File: config.mk
export PLATFORM = sky130hd
export DESIGN_NAME = booth_mul_arbiter
export DESIGN_NICKNAME = d
export VERILOG_FILES = /design/src/rtl/booth_mul_arbiter.sv
export SDC_FILE = /design/constraint.sdc
export NUM_CORES = 1
export LEC_CHECK = 0
export ABC_CLOCK_PERIOD_IN_PS = 9050
export CAP_MARGIN = 25
export CELL_PAD_IN_SITES_DETAIL_PLACEMENT = 1
export CELL_PAD_IN_SITES_GLOBAL_PLACEMENT = 1
export CORE_UTILIZATION = 25
export DETAILED_ROUTE_END_ITERATION = 10
export GPL_ROUTABILITY_DRIVEN = 0
export PLACE_DENSITY = 0.52
export SYNTH_ARGS = -nofsm -noshare
export SYNTH_HDL_FRONTEND = slang
export SYNTH_SLANG_ARGS = --single-unit
File: constraint.sdc
create_clock -name clk -period 9.05 [get_ports clk]
set_clock_uncertainty 0.15 [all_clocks]
set_input_delay 1.3575 -clock clk [delete_from_list [all_inputs] [get_ports clk]]
set_output_delay 1.3575 -clock clk [all_outputs]
set_load 0.01 [all_outputs]
File: src/rtl/booth_mul_arbiter.sv
// Round-robin arbiter that time-shares one radix-4 Booth multiplier among NREQ
// requesters; each product is held in a response register until accepted.

module booth_mul_arbiter #(
  parameter int unsigned N          = 16,
  parameter int unsigned NREQ       = 4,
  parameter int unsigned LSB_APPROX = 0
) (
  input  logic                    clk,
  input  logic                    rst_n,
  input  logic [NREQ-1:0]         req_valid,
  output logic [NREQ-1:0]         req_ready,
  input  logic [NREQ*N-1:0]       req_a,
  input  logic [NREQ*N-1:0]       req_b,
  output logic                    rsp_valid,
  input  logic                    rsp_ready,
  output logic [2*N-1:0]          rsp_data,
  output logic [$clog2(NREQ)-1:0] rsp_id,
  output logic                    busy,
  output logic [15:0]             op_count
);

  localparam int unsigned IW = $clog2(NREQ);
  localparam int unsigned PW = 2 * N;

  typedef enum logic [1:0] {
    IDLE = 2'd0,
    MUL  = 2'd1,
    RESP = 2'd2
  } state_e;

  state_e        state_q;
  logic [IW-1:0] rr_ptr_q, rr_ptr_d;
  logic [IW-1:0] id_q, rsp_id_q;
  logic [IW-1:0] gnt_idx, cand;
  logic          gnt_found;
  logic [N-1:0]  op_a_q, op_b_q;
  logic [N-1:0]  a_arr [NREQ];
  logic [N-1:0]  b_arr [NREQ];
  logic [PW-1:0] prod, rsp_data_q;
  logic          rsp_valid_q;
  logic [15:0]   op_count_q, op_count_d;

  for (genvar g = 0; g < NREQ; g++) begin : g_unpack
    assign a_arr[g] = req_a[g*N +: N];
    assign b_arr[g] = req_b[g*N +: N];
  end

  // First valid requester at or after rr_ptr, wrapping modulo NREQ.
  always_comb begin
    gnt_found = 1'b0;
    gnt_idx   = '0;
    cand      = '0;
    for (int unsigned k = 0; k < NREQ; k++) begin
      cand = IW'((32'(rr_ptr_q) + k) % NREQ);
      if (!gnt_found && req_valid[cand]) begin
        gnt_found = 1'b1;
        gnt_idx   = cand;
      end
    end
  end

  always_comb begin
    req_ready = '0;
    if (state_q == IDLE && gnt_found) begin
      req_ready[gnt_idx] = 1'b1;
    end
    rr_ptr_d   = (gnt_idx == IW'(NREQ - 1)) ? '0 : gnt_idx + IW'(1);
    op_count_d = op_count_q + 16'd1;
  end

  booth #(
    .N   (N),
    .lsb (LSB_APPROX)
  ) u_booth (
    .a_i   (op_a_q),
    .b_i   (op_b_q),
    .res_o (prod)
  );

  always_ff @(posedge clk or negedge rst_n) begin
    if (!rst_n) begin
      state_q     <= IDLE;
      rr_ptr_q    <= '0;
      id_q        <= '0;
      op_a_q      <= '0;
      op_b_q      <= '0;
      rsp_data_q  <= '0;
      rsp_id_q    <= '0;
      rsp_valid_q <= 1'b0;
      op_count_q  <= '0;
    end else begin
      case (state_q)
        IDLE: begin
          if (gnt_found) begin
            op_a_q   <= a_arr[gnt_idx];
            op_b_q   <= b_arr[gnt_idx];
            id_q     <= gnt_idx;
            rr_ptr_q <= rr_ptr_d;
            state_q  <= MUL;
          end
        end
        MUL: begin
          rsp_data_q  <= prod;
          rsp_id_q    <= id_q;
          rsp_valid_q <= 1'b1;
          state_q     <= RESP;
        end
        RESP: begin
          if (rsp_ready) begin
            rsp_valid_q <= 1'b0;
            op_count_q  <= op_count_d;
            state_q     <= IDLE;
          end
        end
        default: state_q <= IDLE;
      endcase
    end
  end

  assign rsp_valid = rsp_valid_q;
  assign rsp_data  = rsp_data_q;
  assign rsp_id    = rsp_id_q;
  assign op_count  = op_count_q;
  assign busy      = (state_q != IDLE);

endmodule

// Combinational radix-4 Booth multiplier; partial-product columns below lsb
// are dropped, so lsb = 0 yields the exact signed product.
module booth #(
  parameter int unsigned N   = 16,
  parameter int unsigned lsb = 0
) (
  input  logic [N-1:0]   a_i,
  input  logic [N-1:0]   b_i,
  output logic [2*N-1:0] res_o
);

  localparam int unsigned   PW       = 2 * N;
  localparam int unsigned   NPP      = N / 2;
  localparam logic [PW-1:0] LOW_MASK = ~({PW{1'b1}} << lsb);

  logic [N:0]    b_ext;
  logic [PW-1:0] a_sx;
  logic [PW-1:0] pp, acc;
  logic [2:0]    digit;

  assign b_ext = {b_i, 1'b0};
  assign a_sx  = {{N{a_i[N-1]}}, a_i};

  always_comb begin
    acc   = '0;
    pp    = '0;
    digit = '0;
    for (int unsigned j = 0; j < NPP; j++) begin
      digit = b_ext[2*j +: 3];
      case (digit)
        3'b001, 3'b010: pp = a_sx;
        3'b011:         pp = a_sx << 1;
        3'b100:         pp = -(a_sx << 1);
        3'b101, 3'b110: pp = -a_sx;
        default:        pp = '0;
      endcase
      pp  = (pp << (2 * j)) & ~LOW_MASK;
      acc = acc + pp;
    end
  end

  assign res_o = acc;

endmodule

==> flow_summary.yaml <==
run_status:
  status: "finished clean"
synthesis:
  ys_types: 82
  synthCells: 2125
  ys_seq_area_share_pct: 14.4
  avgSynthCellArea_um2: 7.29
  synth_top_area_share_pct: 16.9
  syn_nets: 2445
  synth_most_common_cell: "nand2_1"
  yosysWarnings: 0
  synth.area.top_cells: "fa_1 17%, dfrtp_1 14%, nand2_1 8.9%"
  synth_edf_count: 0
  synthTopCellsByCount: "368 x nand2_1, 230 x o21ai_0, 177 x inv_1"
  async_reset_ff_share_pct: 100
  yosysTopAreaCell: "fa_1"
  netlist_area_um2: 15500
  ys_ff_latch: 89
  ys.flop_type: "dfrtp_1"
critical_path:
  crit_type: "register to register"
  r2r_start: "op_a_q[0]"
  start_kind: "register"
  slowest_stage: "fa_1"
  cpMostUsedCell: "fa_1"
  crit_path_end: "rsp_data[29]"
  critPathArrivalTime_ns: 8.40
  max_stage_delay_ns: 0.59
  r2r_slack_ns: 0.75
  cp-startpoint: "op_a_q[0]"
  rr_endpoint: "rsp_data[29]"
  worstPathRequired_ns: 9.15
  cp.depth: 27
  path_max_fanout: 11
  reg2regPathDepth: 27
  path_delay_family: "adder cells"
  cp-end-kind: "register"
  critPathBufInv: 4
layout:
  multi_input_comb_area_um2: 11800
  regArea_um2: 2230
  num-fill-cells: 7469
  drive_gt1_share_pct: 7.14
  synthToLayoutAreaGrowth_pct: 19.5
  stdcell_count: 2996
  insertedDiodeCount: 0
  fin_area_um2: 18500
  finalNetCount: 2529
place:
  dpl.hpwl_um: 55800
  placed_cells: 2980
  placed_cell_area_um2: 18200
  port_buffers: 190
timing:
  finalSetupTns_ns: 0
  holdWs_ns: 0.334
  max_freq_mhz: 121
  setup_viol: 0
  relSlewSlack_pct: 27.4
  period_minus_slack_ns: 8.30
  hold_viol_final: 0
  tightest_slew_ns: 1.09
  rsz0062_at_grt: "no"
  slew_viol_final: 0
  fin_crit_sh_pct: 91.7
floorplan:
  die_height_um: 251
  row_count: 90
  core_um2: 60800
  dieArea_um2: 63000
  chipWidth_um: 251
  num_io_pins: 191
  initial_core_util_pct: 25.5
detailed_routing:
  wl_um: 72900
  vias_per_cell: 5.45
  drtIter0Drc: 1398
  firstDrtPassIters: 5
  dr_total_vias: 16330
  wl_per_cell_um: 24.3
  post-route-drc-count: 0
  drtAntennaViolNets: 0
global_route:
  grt_overflow: 0
  grt_pass1_vias: 16802
  antenna_found_initial: 3
  grt_max_degree: 68
  grt.total_usage_pct: 23.2
  grt_pass1_wl_um: 110000
cts:
  worstSkewPairLatency_ns: 0.41
  cts_buffers: 9
  clkSinkCount: 89
  h-tree-depth: 3
  postCtsSetupRepairBufs: 0
  cts_root_buffer: "clkbuf_16"
  hold_buffers: 0
  cts_tree: "built"
  post_cts_resized: 0
  ctsLongestPathBuffers: 2
  clk_pin_slew_ns: 0.08
job:
  drv_cap: 0
hold_path:
  hold_path.class: "register to register"
  hp-start: "rsp_data[1]"
[per-layer routing]
metal	up-vias	wire (um)	global-route usage (%)
met5	-	13	0
met4	2	3180	10.3
met3	133	4790	3.61
met2	653	32200	36.3
met1	8100	32700	31.4
li1	7442	-	-
[cells by family after synthesis]
group | count (synthesis) | share of synthesized area, %
and+or+nand+nor | 679 | 19.1
AOI/OAI and AO/OA | 644 | 26.2
xor gates and xnor gates | 95 | 5.60
adders and majority gates | 185 | 21.3
buffers and inverters | 377 | 9.46
DFF | 89 | 14.4
muxes | 56 | 3.98
[worst reg2reg max path, stage by stage, from the launching register on]
cell	delay, ns
dfrtp_1	0.53
inv_1	0.38
ha_1	0.44
nor3b_4	0.46
nand2_2	0.27
nor2_1	0.29
xnor2_1	0.32
buf_4	0.27
nand2_1	0.06
o21ai_0	0.09
o21ai_0	0.11
a21oi_1	0.21
fa_1	0.47
fa_1	0.47
fa_1	0.59
inv_1	0.08
fa_1	0.54
inv_1	0.05
ha_1	0.37
a21o_1	0.20
a21o_1	0.18
a221oi_2	0.37
o32ai_1	0.24
a41o_1	0.32
a22o_1	0.22
or2_2	0.28
xnor2_1	0.12
o21ai_0	0.08
[stage by stage]
step                      setup WS, ns  util [%]
after detailed placement         0.902      29.9
after floorplan                   1.79         -
after global placement            1.03      29.9
after CTS                        0.873      30.5
after global routing             0.347      30.5
final                            0.753      30.5
[sequential cells by signal, indices dropped and copies added, names as in the netlist]
register   count
rsp_id         2
rsp_valid      1
op_a_q        16
rsp_data      32
op_count      16
op_b_q        16
id_q           2
rr_ptr_q       2
state_q        2
[cells in the final DEF, fill, tap and decap left out, drive strengths merged, types with 24 or more instances in the layout]
| cell type | n |
|---|---|
| o22ai | 25 |
| a221oi | 48 |
| buf | 78 |
| o211ai | 40 |
| nand2 | 369 |
| xnor2 | 62 |
| mux2i | 38 |
| o21ai | 235 |
| nor2 | 142 |
| xor2 | 32 |
| nand3 | 62 |
| fa | 131 |
| a21oi | 141 |
| ha | 54 |
| inv | 181 |
| clkdlybuf4s50 | 189 |
| a21o | 24 |
| dfrtp | 89 |
[worst min-delay path by stage]
| stage | end | slack, ns | cells after the start |
|---|---|---|---|
| 2_1_floorplan | id_q[0] | 0.30 | 2 |
| 3_3_place_gp | rsp_data[22] | 0.31 | 2 |
| 3_5_place_dp | op_count[15] | 0.32 | 1 |
| 4_1_cts | op_count[15] | 0.34 | 1 |
| 5_1_grt | id_q[1] | 0.36 | 2 |
| 6_report | rsp_data[1] | 0.33 | 2 |
[cell type report]
type	instances	share of cell area (%)
clock buffer	9	1.22
clock inverter	7	0.507
inverter	183	3.71
multi-input combinational	1659	63.8
sequential	89	12.0
tap	782	5.28
timing repair buffer	267	13.4
Power is left out: the tool's default activity adds up to more than one toggle a clock period on the data nets, which glitch-free logic cannot reach.
